**src/rtl/gbuf_skew_reader_pkg.sv**
```systemverilog
// gbuf_skew_reader_pkg: shared widths, feeder latencies and FSM encodings for the global buffer skew reader
package gbuf_skew_reader_pkg;
  localparam int DATA_WIDTH = 16;
  localparam int FEEDER_LANES = 8;
  localparam int WORD_WIDTH = DATA_WIDTH * FEEDER_LANES;
  localparam int FEEDER_RD_LAT = 1;
  localparam int FEEDER_DRAIN = FEEDER_RD_LAT + 1 + FEEDER_LANES - 1;
  typedef enum logic [1:0] {FEED_IDLE, FEED_READ, FEED_DRAIN, FEED_DONE} feed_state_e;
endpackage

```
**src/rtl/gbuf_skew_reader_skew_line.sv**
```systemverilog
// skew_line: one lane of the skew network; an output register (load-enabled) followed by DEPTH delay stages
module skew_line
  import gbuf_skew_reader_pkg::*;
#(
  parameter int DEPTH = 0,
  parameter int W = DATA_WIDTH
) (
  input  logic         clk_i,
  input  logic         rst_ni,
  input  logic         en,
  input  logic [W-1:0] d,
  output logic [W-1:0] q
);
  logic [W-1:0] sr [DEPTH+1];
  // Stage 0 is the lane output register shared in timing by all lanes; later stages add the per-lane skew.
  always_ff @(posedge clk_i or negedge rst_ni)
    if (!rst_ni) for (int i = 0; i <= DEPTH; i++) sr[i] <= '0;
    else begin
      if (en) sr[0] <= d;
      for (int i = 1; i <= DEPTH; i++) sr[i] <= sr[i-1];
    end
  assign q = sr[DEPTH];
endmodule

```
**src/rtl/gbuf_skew_reader.sv**
```systemverilog
// gbuf_skew_reader: reads K words from the global buffer and emits them lane-skewed to a pe_array column.
// Optional macro FEEDER_ZERO_GATE_EN zeroes each lane outside its valid window.
module gbuf_skew_reader
  import gbuf_skew_reader_pkg::*;
#(
  parameter int ADDR_WIDTH = 10,
  parameter int LEN_WIDTH = 9
) (
  input  logic                  clk_i,
  input  logic                  rst_ni,
  input  logic                  start_i,
  input  logic [ADDR_WIDTH-1:0] base_addr_i,
  input  logic [LEN_WIDTH-1:0]  len_i,
  output logic                  busy_o,
  output logic                  done_o,
  output logic                  rd_en_o,
  output logic [ADDR_WIDTH-1:0] rd_addr_o,
  input  logic [WORD_WIDTH-1:0] rd_data_i,
  output logic [WORD_WIDTH-1:0] word_o,
  output logic                  clear_o,
  output logic                  we_o
);
  localparam logic [LEN_WIDTH-1:0] DRAIN_LAST = LEN_WIDTH'(FEEDER_DRAIN - 1);
  feed_state_e state, nxt;
  logic [LEN_WIDTH-1:0] cnt, len_q;
  logic [ADDR_WIDTH-1:0] addr;
  logic v1, f1, l1;
  // State register.
  always_ff @(posedge clk_i or negedge rst_ni)
    if (!rst_ni) state <= FEED_IDLE;
    else state <= nxt;
  // Next state and run status outputs; start is only looked at in IDLE so a busy run cannot be disturbed.
  always_comb begin
    nxt = state;
    busy_o = state != FEED_IDLE;
    done_o = state == FEED_DONE;
    rd_en_o = state == FEED_READ;
    case (state)
      FEED_IDLE:  if (start_i) nxt = (len_i == '0) ? FEED_DONE : FEED_READ;
      FEED_READ:  if (cnt == len_q - 1'b1) nxt = FEED_DRAIN;
      FEED_DRAIN: if (cnt == DRAIN_LAST) nxt = FEED_DONE;
      default:    nxt = FEED_IDLE;
    endcase
  end
  // Run parameters, address/phase counters, and first/last markers delayed to line up with lane 0.
  always_ff @(posedge clk_i or negedge rst_ni)
    if (!rst_ni) begin
      cnt <= '0;
      len_q <= '0;
      addr <= '0;
      v1 <= 1'b0;
      f1 <= 1'b0;
      l1 <= 1'b0;
      clear_o <= 1'b0;
      we_o <= 1'b0;
    end else begin
      if (state == FEED_IDLE && start_i) begin
        len_q <= len_i;
        addr <= base_addr_i;
      end else if (rd_en_o) addr <= addr + 1'b1;
      cnt <= (nxt != state) ? '0 : cnt + 1'b1;
      v1 <= rd_en_o;
      f1 <= rd_en_o && cnt == '0;
      l1 <= rd_en_o && cnt == len_q - 1'b1;
      clear_o <= f1;
      we_o <= l1;
    end
  assign rd_addr_o = addr;
  for (genvar k = 0; k < FEEDER_LANES; k++) begin : g_lane
`ifdef FEEDER_ZERO_GATE_EN
    logic [DATA_WIDTH:0] q;
    skew_line #(.DEPTH(k), .W(DATA_WIDTH + 1)) u_line (
      .clk_i(clk_i), .rst_ni(rst_ni), .en(1'b1),
      .d({v1, rd_data_i[k*DATA_WIDTH +: DATA_WIDTH]}), .q(q)
    );
    assign word_o[k*DATA_WIDTH +: DATA_WIDTH] = q[DATA_WIDTH] ? q[DATA_WIDTH-1:0] : '0;
`else
    skew_line #(.DEPTH(k), .W(DATA_WIDTH)) u_line (
      .clk_i(clk_i), .rst_ni(rst_ni), .en(v1),
      .d(rd_data_i[k*DATA_WIDTH +: DATA_WIDTH]), .q(word_o[k*DATA_WIDTH +: DATA_WIDTH])
    );
`endif
  end
endmodule
```
**config.mk**
```make
export PLATFORM = sky130hd
export DESIGN_NAME = gbuf_skew_reader
export DESIGN_NICKNAME = d
export VERILOG_FILES = /design/src/rtl/gbuf_skew_reader_pkg.sv /design/src/rtl/gbuf_skew_reader_skew_line.sv /design/src/rtl/gbuf_skew_reader.sv
export SDC_FILE = /design/constraint.sdc
export NUM_CORES = 1
export LEC_CHECK = 0
export CAP_MARGIN = 25
export CORE_UTILIZATION = 23
export DETAILED_ROUTE_END_ITERATION = 12
export SLEW_MARGIN = 20
export SYNTH_ARGS = -nofsm -noshare
export SYNTH_HDL_FRONTEND = slang
export SYNTH_SLANG_ARGS = --single-unit
```
**constraint.sdc**
```tcl
create_clock -name clk_i -period 3.7 [get_ports clk_i]
set_clock_uncertainty 0.05 [all_clocks]
set_input_delay 0.555 -clock clk_i [delete_from_list [all_inputs] [get_ports clk_i]]
set_output_delay 0.555 -clock clk_i [all_outputs]
set_load 0.005 [all_outputs]
```
Yosys cells after proc, flatten, opt, wreduce, memory -nomap -nowiden. Cells that the tools add are included.

Flip-flop bits (word level): 611. Output and inout port bits: 143.

Add/subtract/negate cells: 3. Equality and inequality tests: 6. Muxes and demuxes: 8. Reductions and logical operators: 8.

Operators with widths (number): $mux W10 (2); $logic_not A9 Y1 (2); $add A10 B1 Y10 const B (1); $add A9 B1 Y9 const B (1); $eq A9 B4 Y1 const B (1); $eq A9 B9 Y1 (1); $mux W9 (1); $sub A9 B1 Y9 const B (1); $mux W2 (4); $pmux W2 S3 (1); $eq A2 B2 Y1 const B (2); $reduce_bool A2 Y1 (2); $logic_and A1 B1 Y1 (3); $eq A2 B1 Y1 const B (1); $logic_not A2 Y1 (1); $ne A2 B2 Y1 (1).

Logic depth before layout (Yosys ltp).
Word-level depth: 6. Gate-level depth with buffers: 8.

By module. From an unflattened synthesis, not the netlist that was laid out.

Cell total of the unflattened synthesis: 1033. Area, all modules: 19207.2 um^2.

Modules (own cells, without submodules): skew_line (g_lane[7].u_line) (times used 1, cells an instance 162, area an instance 3572.2 um^2); skew_line (g_lane[6].u_line) (times used 1, cells an instance 146, area an instance 3171.8 um^2); skew_line (g_lane[5].u_line) (times used 1, cells an instance 130, area an instance 2771.4 um^2); skew_line (g_lane[4].u_line) (times used 1, cells an instance 114, area an instance 2371.0 um^2); skew_line (g_lane[3].u_line) (times used 1, cells an instance 98, area an instance 1970.6 um^2); gbuf_skew_reader (times used 1, cells an instance 201, area an instance 1960.6 um^2); skew_line (g_lane[2].u_line) (times used 1, cells an instance 82, area an instance 1570.3 um^2); skew_line (g_lane[1].u_line) (times used 1, cells an instance 66, area an instance 1169.9 um^2); skew_line (g_lane[0].u_line) (times used 1, cells an instance 34, area an instance 649.4 um^2).

Worst setup path after synthesis. OpenSTA, ideal clock, no wires.

Path kind: reg2reg. Start point: register len_q[3]. End point: register state[1]. Library setup time: 0.120 ns. Data arrival time: 2.076 ns. Required time: 3.530 ns. Path slack: 1.455 ns. Stages on the path, launching flop included: 7. Clock period less this slack: 2.245 ns. Cell sequence: dfrtp_1 -> buf_6 -> or4_4 -> o31ai_2 -> a211oi_1 -> or4_1 -> a31o_1.

Cells in the longest elaborated chain, start to end: 4.

RTL lines: start, declared (RTL line gbuf_skew_reader.sv:25) `logic [LEN_WIDTH-1:0] cnt, len_q;`; start signal, assigned (RTL line gbuf_skew_reader.sv:58) `len_q <= len_i;`; $sub A9 B1 Y9 (RTL line gbuf_skew_reader.sv:40) `FEED_READ: if (cnt == len_q - 1'b1) nxt = FEED_DRAIN;`; $eq A9 B9 Y1 (RTL line gbuf_skew_reader.sv:40); $mux W2 (RTL line gbuf_skew_reader.sv:40); $pmux W2 S3 (RTL line gbuf_skew_reader.sv:38) `case (state)`; via nxt[1] (RTL line gbuf_skew_reader.sv:24) `feed_state_e state, nxt;`; end signal, assigned (RTL line gbuf_skew_reader.sv:31) `else state <= nxt;`; end, declared (RTL line gbuf_skew_reader.sv:24).

The timed path passes the listed nets, and every way through them passes these cells. A chain may end at the register's enable or synchronous reset.

Final worst setup path.
Start point: register state[1]. End point: output rd_en_o.

Cells in the longest elaborated chain, start to end: 1.

RTL lines: $eq A2 B1 Y1 (RTL line gbuf_skew_reader.sv:37) `rd_en_o = state == FEED_READ;`; end, declared (RTL line gbuf_skew_reader.sv:16) `output logic rd_en_o,`.

Every way passes these cells.

==> impl_metrics.env <==
export IMPL_hold_viol=0
export IMPL_p_per_area_nw_per_um2=734
export IMPL_relSlewSlack_pct=55.8
export IMPL_cp_data_required_time_ps=3090
export IMPL_die_width_um=287
export IMPL_final_nets=1436
export IMPL_dieArea_um2=82600
export IMPL_cts_path_max_buffers=3
export IMPL_finalSetupViolations=0
export IMPL_reg2reg_depth=5
export IMPL_cts_buffers_inserted=70
export IMPL_cts_tree="done"
export IMPL_syn_avg_cell_area_um2=18.0
export IMPL_dr_pass1_iters=4
export IMPL_drv_slew=0
export IMPL_worstMarginPinSlew_ps=664
export IMPL_grt_pass1_vias=9372
export IMPL_ys_top_cells_by_area="dfrtp_1 (82%), mux2_2 (8.2%), buf_4 (4.5%)"
export IMPL_fillCellCount=7795
export IMPL_cts_sinks=611
export IMPL_start_kind="register"
export IMPL_cts_setup_buffers=0
export IMPL_synth_area_um2=18700
export IMPL_async_flop_share_pct=100
export IMPL_grt_overflow=0
export IMPL_drive_gt1_share_pct=20.7
export IMPL_synth_edf_count=0
export IMPL_yosysSeqAreaShare_pct=81.6
export IMPL_tns_ps=0
export IMPL_vdd_drop_max_mv=0.352
export IMPL_multi_input_comb_area_um2=2470
export IMPL_rows=104
export IMPL_wl_per_cell_um=14.3
export IMPL_io_buffers=292
export IMPL_die_y_um=287
export IMPL_rsz0062_at_grt="no"
export IMPL_syn_inst=1038
export IMPL_viasPerCell=3.59
export IMPL_p_leak_nw=10.5
export IMPL_regArea_um2=15300
export IMPL_worstPathArrival_ps=2000
export IMPL_max_cap_viol_count=0
export IMPL_htree_levels=3
export IMPL_synth_nets=1192
export IMPL_ctsResizeCount=0
export IMPL_grt_max_degree=107
export IMPL_post_dp_hpwl_mm=22.4
export IMPL_cts_root_buf="clkbuf_16"
export IMPL_fmax_mhz=384
export IMPL_initial_core_util_pct=23.3
export IMPL_crit_fanout=9
export IMPL_area_growth_pct=31.6
export IMPL_drc=0
export IMPL_path_class="reg2out"
export IMPL_rrSetupSlack_ps=1160
export IMPL_period_share_pct=70.4
export IMPL_gp_congestion=0.764
export IMPL_ant_nets=0
export IMPL_whs_path_depth=0
export IMPL_ys_ff_latch=611
export IMPL_io_pins=293
export IMPL_vias=8596
export IMPL_period_needed_ps=2600
export IMPL_yosysTopAreaCell="dfrtp_1"
export IMPL_yosysUniqueCellTypes=48
export IMPL_outcome="completed"
export IMPL_yosysWarnings=0
export IMPL_critPathCaptureType="primary output"
export IMPL_antenna_found_initial=6
export IMPL_grt_pass1_wl_mm=53.6
export IMPL_hold_class="reg2reg"
export IMPL_ys_flop_type="dfrtp_1"
export IMPL_grt_usage_pct=8.43
export IMPL_wirelength_mm=34.3
export IMPL_core_region_area_um2=80500
export IMPL_synth_top_area_share_pct=81.6
export IMPL_clkLatencyLatePin_ps=600
export IMPL_power_total_mw=18.1
export IMPL_path_clk_slew_ps=60
export IMPL_drtIter0Drc=483
where the power goes:
part | total, mW | switching, mW | internal (mW)
logic | 2.32 | 0.948 | 1.38
clock network | 7.07 | 2.77 | 4.29
registers | 8.71 | 0.658 | 8.06
logic make-up after synthesis:
| kind of cell | after synthesis | synth area share (%) |
|---|---|---|
| xor+xnor | 21 | 0.982 |
| flops | 611 | 81.6 |
| simple gates | 79 | 2.21 |
| compound gates | 42 | 1.53 |
| mux | 136 | 8.18 |
| buf+inv | 145 | 5.20 |
| fa+ha+maj | 4 | 0.267 |
path summary, 6_finish.rpt:
check / start / endpoint
min reg2reg: g_lane[7].u_line.sr[63] / g_lane[7].u_line.sr[47]
max in group asynchronous: rst_ni / g_lane[2].u_line.sr[33]
min: g_lane[7].u_line.sr[63] / g_lane[7].u_line.sr[47]
min in group asynchronous: rst_ni / g_lane[4].u_line.q[5]
max reg2reg: len_q[3] / cnt[7]
max: state[1] / rd_en_o
stage by stage:
| stage | instances | instance area [um^2] | util (%) | hold WS, ps | setup WS (ps) |
|---|---|---|---|---|---|
| global placement | 2269 | 22200 | 27.6 | 282 | 1350 |
| finish | 2394 | 24700 | 30.6 | 283 | 1100 |
| detailed placement | 2269 | 22200 | 27.6 | 285 | 1330 |
| CTS | 2393 | 24700 | 30.6 | 280 | 1040 |
| floorplan | 1038 | 18700 | - | 209 | 1450 |
| global route | 2394 | 24700 | 30.6 | 290 | 959 |
final cells by class:
cell class	count	area share, %
inverters	11	0.167
well taps	1060	5.38
flip-flops and latches	611	62.0
clock buffers	90	7.95
multi-input cells	282	10.0
repair buffers	306	12.6
clock inverters	33	1.83
diodes	1	0.0101
Yosys cell counts (all sizes together) (2+ instances only):
library cell,number
nand3,4
nor4,6
a21oi,14
nor3b,3
clkbuf,19
nor2,8
buf,115
and3,5
inv,10
nand4,5
a31o,2
nor3,6
xor2,11
nor2b,5
nand2,27
ha,4
mux2,136
xnor2,10
o21ai,10
or2,2
dfrtp,611
or3,2
or4,2
o211a,2
a211oi,2
cells in the final DEF, fill, tap and decap left out, types with 2 or more instances in the layout:
cell type        synthesis  final
buf_4                  112      7
clkdlybuf4s50_1          0    291
nor4_1                   6      6
dfrtp_1                611    610
o21ai_0                 10     10
clkbuf_16                0     72
clkinv_2                 0      8
nand3_1                  4      4
buf_12                   0      6
inv_16                   0      2
mux2_2                 136    136
nor3_1                   6      6
xor2_1                  11     11
inv_8                    0      3
nor2b_1                  5      5
nand2_1                 27     27
xnor2_1                 10     10
nand4_1                  5      5
a21oi_1                 14     14
and3_2                   2      2
clkinvlp_4               0      6
bufinv_16                0      7
and3_1                   3      3
inv_6                    0      5
a211oi_1                 2      2
nor2_1                   8      8
o211a_1                  2      2
ha_1                     4      4
clkbuf_8                 0      9
clkbuf_1                19      9
nor3b_1                  3      2
or2_2                    2      2
or3_1                    2      2
inv_1                   10     10
per-layer routing:
| layer | GRT usage [%] | up-vias | share of wire, % |
|---|---|---|---|
| met5 | 0 | - | 0.15 |
| met4 | 4.07 | 8 | 3.4 |
| met3 | 3.45 | 86 | 8.1 |
| met2 | 13.1 | 253 | 48 |
| met1 | 10.1 | 4428 | 41 |
| li1 | - | 3821 | - |
state kept, by name, summed over array words and instances, names as in the netlist:
signal / flops
g_lane.u_line.sr: 448
g_lane.u_line.q: 128
rd_addr_o: 10
cnt: 9
len_q: 9
state: 2
clear_o: 1
f1: 1
l1: 1
v1: 1
we_o: 1
critical path, stage by stage, from the launching register on:
cell and delay (ps):
dfrtp_1 410, inv_1 90, nand2_1 130, clkinv_1 240, clkdlybuf4s50_1 530
what timing repair did:
item / CTS / global route
hold buffers: 1 / 0
endpoints found under the hold margin: 66 / 0
endpoints found under the setup margin: 0 / 0
Power figures use the tool's default switching activity.
